$ cat config.mk
export PLATFORM = sky130hd
export DESIGN_NAME = irq_controller
export DESIGN_NICKNAME = d
export VERILOG_FILES = /design/src/rtl/irq_pkg.sv /design/src/rtl/irq_prio_enc.sv /design/src/rtl/irq_controller.sv
export SDC_FILE = /design/constraint.sdc
export NUM_CORES = 1
export LEC_CHECK = 0
export ABC_AREA = 1
export BUFFER_PORTS_ARGS = -buffer_cell sky130_fd_sc_hd__buf_2
export CELL_PAD_IN_SITES_DETAIL_PLACEMENT = 0
export CELL_PAD_IN_SITES_GLOBAL_PLACEMENT = 1
export CORE_MARGIN = 5
export CORE_UTILIZATION = 26
export CTS_CLUSTER_SIZE = 24
export DETAILED_ROUTE_END_ITERATION = 7
export MAX_ROUTING_LAYER = met4
export PLACE_DENSITY_LB_ADDON = 0.1
export SYNTH_ARGS = -nofsm -noshare
export SYNTH_HDL_FRONTEND = slang
export SYNTH_SLANG_ARGS = --single-unit
$ cat constraint.sdc
create_clock -name clk -period 3.4 [get_ports clk]
set_clock_uncertainty 0.05 [all_clocks]
set_input_delay 0.34 -clock clk [delete_from_list [all_inputs] [get_ports clk]]
set_output_delay 0.34 -clock clk [all_outputs]
set_load 0.03 [all_outputs]
$ cat src/rtl/irq_pkg.sv
// Shared types and constants for the interrupt controller: FSM encoding,
// config register addresses and STATUS register bit positions.
package irq_pkg;

   typedef enum logic [1:0] {
      IDLE    = 2'd0,
      REQ     = 2'd1,
      SERVICE = 2'd2
   } irq_state_t;

   localparam logic [1:0] CFG_MASK   = 2'd0;
   localparam logic [1:0] CFG_PEND   = 2'd1;
   localparam logic [1:0] CFG_GIE    = 2'd2;
   localparam logic [1:0] CFG_STATUS = 2'd3;

   localparam int ST_ID_LO    = 0;
   localparam int ST_INSVC    = 2;
   localparam int ST_STATE_LO = 4;
   localparam int ST_SPUR     = 8;

endpackage

$ cat src/rtl/irq_prio_enc.sv
// 4-bit fixed-priority encoder; bit 0 has the highest priority.
module irq_prio_enc (
   input  logic [3:0] req,
   output logic       valid,
   output logic [1:0] idx
);

   always_comb begin
      valid = |req;
      idx   = 2'd0;
      if (req[0])      idx = 2'd0;
      else if (req[1]) idx = 2'd1;
      else if (req[2]) idx = 2'd2;
      else if (req[3]) idx = 2'd3;
   end

endmodule

$ cat src/rtl/irq_controller.sv
// Interrupt entry/exit sequencer for fetch: sticky pending, mask, priority, req/ack, rti.
// Define IRQ_EDGE_DETECT_EN for rising-edge sources; default is level-sensitive.
//
// state   | meaning
// IDLE    | no request outstanding, waiting for an enabled pending source
// REQ     | irq_req held to fetch with a frozen irq_id/irq_vector until irq_ack
// SERVICE | handler running, no new request until rti
module irq_controller
   import irq_pkg::*;
#(
   parameter int          N_SRC = 4,
   parameter logic [31:0] VEC0  = 32'h0000_0020,
   parameter logic [31:0] VEC1  = 32'h0000_0040,
   parameter logic [31:0] VEC2  = 32'h0000_0060,
   parameter logic [31:0] VEC3  = 32'h0000_0080
) (
   input  logic             clk,
   input  logic             reset,
   input  logic [N_SRC-1:0] irq_src,
   input  logic             irq_ack,
   input  logic             rti,
   input  logic             cfg_we,
   input  logic [1:0]       cfg_addr,
   input  logic [31:0]      cfg_wdata,
   output logic [31:0]      cfg_rdata,
   output logic             irq_req,
   output logic [31:0]      irq_vector,
   output logic [1:0]       irq_id,
   output logic             in_service,
   output logic             irq_done
);

   irq_state_t       state, state_nxt;
   logic [N_SRC-1:0] pending, mask, src_set, ack_clr, cfg_clr;
   logic             gie, spurious;
   logic             win_valid;
   logic [1:0]       win_idx;
   logic [31:0]      win_vec;
   logic             unused_wdata;

   assign unused_wdata = ^{cfg_wdata[31:9], cfg_wdata[7:4]};

   irq_prio_enc u_prio (
      .req   (pending & mask),
      .valid (win_valid),
      .idx   (win_idx)
   );

   always_comb begin
      case (win_idx)
         2'd0:    win_vec = VEC0;
         2'd1:    win_vec = VEC1;
         2'd2:    win_vec = VEC2;
         default: win_vec = VEC3;
      endcase
   end

`ifdef IRQ_EDGE_DETECT_EN
   logic [N_SRC-1:0] src_q;

   // Sample resets to 0 so a source already high at reset release pends once.
   always_ff @(posedge clk) begin
      if (!reset) src_q <= '0;
      else        src_q <= irq_src;
   end

   assign src_set = irq_src & ~src_q;
`else
   assign src_set = irq_src;
`endif

   assign ack_clr = (state == REQ && irq_ack) ? (N_SRC'(1) << irq_id) : '0;
   assign cfg_clr = (cfg_we && cfg_addr == CFG_PEND) ? cfg_wdata[N_SRC-1:0] : '0;

   always_ff @(posedge clk) begin
      if (!reset) state <= IDLE;
      else        state <= state_nxt;
   end

   always_comb begin
      state_nxt = state;
      case (state)
         IDLE:    if (gie && win_valid) state_nxt = REQ;
         REQ:     if (irq_ack)          state_nxt = SERVICE;
         SERVICE: if (rti)              state_nxt = IDLE;
         default:                       state_nxt = IDLE;
      endcase
   end

   always_comb begin
      irq_req    = (state == REQ);
      in_service = (state == SERVICE);
   end

   // Source set beats a cfg clear; an ack clear beats a source set.
   always_ff @(posedge clk) begin
      if (!reset) begin
         pending    <= '0;
         mask       <= '0;
         gie        <= 1'b1;
         spurious   <= 1'b0;
         irq_id     <= 2'd0;
         irq_vector <= 32'd0;
         irq_done   <= 1'b0;
      end else begin
         pending  <= ((pending & ~cfg_clr) | src_set) & ~ack_clr;
         irq_done <= (state == SERVICE) && rti;
         if (cfg_we && cfg_addr == CFG_MASK) mask <= cfg_wdata[N_SRC-1:0];
         if (cfg_we && cfg_addr == CFG_GIE)  gie  <= cfg_wdata[0];
         if (rti && state != SERVICE)
            spurious <= 1'b1;
         else if (cfg_we && cfg_addr == CFG_STATUS && cfg_wdata[ST_SPUR])
            spurious <= 1'b0;
         if (state == IDLE && gie && win_valid) begin
            irq_id     <= win_idx;
            irq_vector <= win_vec;
         end
      end
   end

   always_comb begin
      cfg_rdata = '0;
      case (cfg_addr)
         CFG_MASK: cfg_rdata[N_SRC-1:0] = mask;
         CFG_PEND: cfg_rdata[N_SRC-1:0] = pending;
         CFG_GIE:  cfg_rdata[0]         = gie;
         default: begin
            cfg_rdata[ST_SPUR]          = spurious;
            cfg_rdata[ST_STATE_LO +: 2] = state;
            cfg_rdata[ST_INSVC]         = in_service;
            cfg_rdata[ST_ID_LO +: 2]    = irq_id;
         end
      endcase
   end

endmodule

==> results.cfg, run 1 <==
[run_status]
status = complete, no violations

[placed_design]
post_dp_cell_area_sq_um = 1350
hpwl_um = 2530
gp_congestion = 0.753
io_buffers = 30

[global_route]
overflow = 0
grt_first_pass_wirelength_um = 4590
track_usage = 0.0962
grt_start_max_net_pins = 16
grt_pass1_vias = 971
antenna_found_initial = 0

[setup_path]
worstPathArrival_ps = 1290
path_max_fanout = 5
crit_family = flip-flops
path_buf_inv = 2
worstPathCellList = inv_1 -> o2111ai_1 -> buf_2
r2r_end = irq_vector[6]
r2r_slack_ps = 2020
worst_setup_path_end_kind = output pin
crit_slowest_cell = dfxtp_1
cp_data_required_time_ps = 3010
rr_startpoint = pending[3]
critical_path.max_stage_delay_ps = 440
ff2ff_path_depth = 7
startpoint_type = flip-flop
worstSetupPathType = reg2out

[synthesis]
avgSynthCellArea_sq_um = 7.04
seq_area_frac_synth = 0.272
ys_warn_count = 0
ys_ff_latch = 18
ys_types = 24
mappedNetlistArea_sq_um = 1320
syn_inst = 188

[finish]
multiInputGateArea_sq_um = 688
flow.area_growth_from_synthesis_pct = 6.14
antennaDiodeCount = 0
regArea_sq_um = 360
nFillCells = 608
drive_above_1_share = 0.218
layout.nets = 265
finalInstanceArea_sq_um = 1410

[sta]
hold_violations = 0
fin_crit_sh = 0.493
fmax_mhz = 596
slew_viol_final = 0
final.setup.tns_ps = 0
rsz0062_at_grt = false
setup_viol = 0
period_needed_ps = 1680

[power]
total_power_mw = 0.588
seq_power_share = 0.396
pwr_density_cell_nw_per_um2 = 418
pwr-share-comb = 0.294
leakage_nw = 0.751
clkPwrFrac = 0.311
power.switching_mw = 0.230
intPower_mw = 0.358
ir_drop_uv = 130
switching_share = 0.391

[hold_path]
whs_endpoint = pending[3]
whs_path_depth = 3
hold_class = in2reg
min-delay-start = irq_src[3]

[routing]
totalWireLength_um = 3070
postRouteAntennaNets = 0
drt-initial-drc-count = 44
via_count = 1066
drc = 0
drt_first_pass_iters = 4
routedWlPerCell_um = 10.6
vias_per_cell = 3.68

[cts]
cts_buffers = 3
cts-root-buf = clkbuf_8
cts_tree = yes
cts.path.max_buffers = 2
ctsHtreeMaxLevel = 1
cts_resized = 0
clkSlewWorstSetupHoldPaths_ps = 70
clk_latency_ps = 260
clkSinkCount = 18
post-cts-setup-buffers = 0
holdBufCountCts = 0

[floorplanning]
die_w_um = 81.4
io_pins = 112
fp.dieArea_sq_um = 6620
die_h_um = 81.4
coreArea_sq_um = 5010
rows = 26
start_util = 0.264

[flow_run]
cap_violations = 0
[Yosys cell counts, drive strengths merged]
master | count | area (sq um)
nor2 | 29 | 134
a22o | 1 | 8.76
ha | 1 | 12.5
buf | 55 | 410
nand4 | 2 | 12.5
nand2 | 33 | 136
a21oi | 9 | 52.6
o21bai | 2 | 15.0
o31ai | 1 | 7.51
dfxtp | 18 | 360
inv | 17 | 63.8
o21a | 1 | 7.51
conb | 1 | 3.75
o21ai | 6 | 30.0
o2111ai | 1 | 8.76
nand3 | 9 | 45.0
o211ai | 2 | 15.0
[metrics by stage]
stage / utilization / worst slack [ps] / hold WS (ps) / instances
2_1_floorplan: - / 1780 / 402 / 241
3_3_place_gp: 0.269 / 1790 / 409 / 286
3_5_place_dp: 0.269 / 1820 / 417 / 286
4_1_cts: 0.280 / 1730 / 229 / 290
5_1_grt: 0.280 / 1670 / 233 / 290
6_report: 0.280 / 1720 / 232 / 290
[cell type report]
cell class / instances / share of cell area
Inverter: 17 / 0.0454
Tap cell: 70 / 0.0623
Multi-Input combinational cell: 151 / 0.490
Clock buffer: 4 / 0.0392
Sequential cell: 18 / 0.256
Timing Repair Buffer: 30 / 0.107
[worst min-delay path: cells and delay by family]
family / cells / cell delay (ps)
compound gates: 1 / 30
simple gates: 1 / 60
buf+inv: 1 / 70
[worst max path at each step]
stage / start / to / slack [ps] / depth (start not counted)
final: irq_id[0] / cfg_rdata[0] / 1720 / 3
after global routing: irq_id[0] / cfg_rdata[0] / 1670 / 3
after floorplan: irq_id[0] / cfg_rdata[0] / 1780 / 2
after global placement: cfg_addr[1] / cfg_rdata[0] / 1790 / 5
after detailed placement: cfg_addr[1] / cfg_rdata[0] / 1820 / 5
after CTS: irq_id[0] / cfg_rdata[0] / 1730 / 3
[flip-flops by register name, indices dropped and copies added (netlist names)]
name	cells
pending	4
irq_id	2
mask	4
gie	1
irq_vector	3
spurious	1
irq_done	1
state	2
[power groups by stage]
stage                     combinational (mW)  clock (mW)  sequential (mW)
after global placement                 0.173           0            0.238
after floorplan                        0.181           0            0.243
after global routing                   0.187       0.203            0.235
final                                  0.173       0.183            0.232
after CTS                              0.173       0.191            0.232
after detailed placement               0.172           0            0.237
[cell usage in the layout (no fill, tap or decap), types with 2 or more instances in the layout]
cell,count
inv_2,3
nand4_1,2
dfxtp_1,18
nand2_1,28
a21oi_1,7
o21ai_0,5
nand3_1,9
a21oi_2,2
inv_1,14
buf_2,30
nor2_1,25
nor2_4,3
conb_1,54
o211ai_1,2
o21bai_1,2
clkbuf_8,4
nand2_2,5
[cells by family (layout without fill, tap and decap cells)]
logic type / Yosys count / in the layout / share of synthesized area
and+or+nand+nor: 73 / 73 / 0.248
buffers and inverters: 72 / 51 / 0.358
AOI/OAI and AO/OA: 23 / 23 / 0.110
DFF: 18 / 18 / 0.272
adders and majority gates: 1 / 1 / 0.00945
other: 1 / 54 / 0.00283
[routing by layer]
metal	track usage	part of all wire	wire length [um]	up-vias
met3	0.0299	0.071	217	4
met4	0.0304	0.013	39	0
met5	-	0	0	-
met2	0.140	0.47	1440	47
met1	0.126	0.45	1380	469
li1	-	-	-	546
(Power assumes the default switching activity.)
==> run 2, diff against run 1 <==
CORE_UTILIZATION = 22   (was 26)
clock period = 1.4 ns   (was 3.4 ns; I/O delays follow)
==> run 2 against run 1 <==
First-iteration DRC count decreased by 9.1%. Sequential power increased by 140%. Clock power increased by 140%. Global-route usage decreased by 0.57 points. Count of clock-buffer cells in the layout unchanged. Die area increased by 16%. Critical endpoint unchanged. Largest cell class unchanged. Highest routed layer unchanged.
==> results.cfg, run 2 (synthesis results as in run 1) <==
[run_status]
status = complete, no violations

[global_route]
track_usage = 0.0905
grt_first_pass_wirelength_um = 5120
overflow = 0
grt_pass1_vias = 1098
grt_start_max_net_pins = 16
antenna_found_initial = 0

[power]
power.switching_mw = 0.564
seq_power_share = 0.390
intPower_mw = 0.886
pwr_density_cell_nw_per_um2 = 964
clkPwrFrac = 0.304
switching_share = 0.389
ir_drop_uv = 308
pwr-share-comb = 0.306
leakage_nw = 0.802

[setup_path]
path_max_fanout = 3
worstSetupPathType = reg2out
cp_data_required_time_ps = 1210
worstPathArrival_ps = 1120
startpoint_type = flip-flop
worst_setup_path_end_kind = output pin

[cts]
clkSinkCount = 18
cts_buffers = 3
holdBufCountCts = 0
cts-root-buf = clkbuf_8
clkSlewWorstSetupHoldPaths_ps = 70
ctsHtreeMaxLevel = 1
cts_tree = yes
cts.path.max_buffers = 2
clk_latency_ps = 260

[routing]
totalWireLength_um = 3290
vias_per_cell = 3.62
drc = 0
drt_first_pass_iters = 4
drt-initial-drc-count = 40
postRouteAntennaNets = 0
routedWlPerCell_um = 10.9
via_count = 1098

[floorplanning]
die_w_um = 87.6
io_pins = 112
start_util = 0.225
coreArea_sq_um = 5890
die_h_um = 87.6
fp.dieArea_sq_um = 7670
rows = 28

[sta]
rsz0062_at_grt = false
slew_viol_final = 0
period_needed_ps = 1310
fmax_mhz = 764
setup_viol = 0
hold_violations = 0
final.setup.tns_ps = 0
fin_crit_sh = 0.935

[flow_run]
cap_violations = 0

[finish]
post-route-util = 0.256
final_common_cell = conb_1
layout.nets = 273
flow.area_growth_from_synthesis_pct = 13.6
antennaDiodeCount = 0
finalInstanceArea_sq_um = 1500
regArea_sq_um = 369
most-common-layout-cells = conb_1, buf_2, nand2_1, nor2_1
drive_above_1_share = 0.289
nFillCells = 717
reg_top3 = mask: 4 flops, pending: 4 flops, irq_vector: 3 flops
multiInputGateArea_sq_um = 707

[hold_path]
hold_class = in2reg

[placed_design]
hpwl_um = 2760
io_buffers = 30
post_dp_cell_area_sq_um = 1420
gp_congestion = 0.714
[run 2: repair_timing]
| action | in CTS | in global routing |
|---|---|---|
| pin swaps | 1 | 4 |
| setup buffers | 0 | 1 |
| gates resized for setup | 4 | 9 |
| setup endpoints to repair | 2 | 3 |
[run 2: path summary, 6_finish.rpt]
kind	from	end	slack, ps	cells after the start
worst max-delay path	irq_id[0]	cfg_rdata[0]	90	3
worst min-delay path	irq_src[0]	pending[0]	40	3
worst max register to register	pending[3]	irq_vector[6]	130	7
worst min register to register	irq_vector[6]	irq_vector[6]	430	2
[run 2: through the flow]
| stage | hold slack [ps] | total power [mW] | cells | setup WS, ps |
|---|---|---|---|---|
| floorplan | 207 | 1.03 | 241 | 8.79 |
| global placement | 301 | 1.02 | 298 | 33.3 |
| detailed placement | 312 | 1.01 | 298 | 57.8 |
| CTS | 35.5 | 1.47 | 302 | 2.97 |
| global route | 63.6 | 1.54 | 303 | 5.95 |
| finish | 37.7 | 1.45 | 303 | 90.8 |
[run 2: layout make-up]
type / instances / share of cell area
flip-flops and latches: 18 / 0.245
clock buffers: 4 / 0.0366
inverters: 17 / 0.0424
well taps: 75 / 0.0624
repair buffers: 38 / 0.143
multi-input cells: 151 / 0.470
[run 2: routing by layer]
layer,up-vias,GRT usage,routed length [um]
li1,564,-,-
met1,486,0.117,1460
met2,42,0.135,1540
met3,6,0.0169,218
met4,0,0.0446,70
met5,-,-,0
[run 2: power groups by stage]
stage               logic [mW]  registers [mW]  clock network (mW)
floorplan                0.441           0.591                   0
global placement         0.440           0.575                   0
detailed placement       0.439           0.575                   0
CTS                      0.442           0.564               0.460
global route             0.486           0.570               0.483
finish                   0.443           0.565               0.441
[run 2: critical path: stages, from the launching register on]
cell and delay [ps]:
dfxtp_1 350, inv_1 90, o2111ai_2 200, buf_2 230
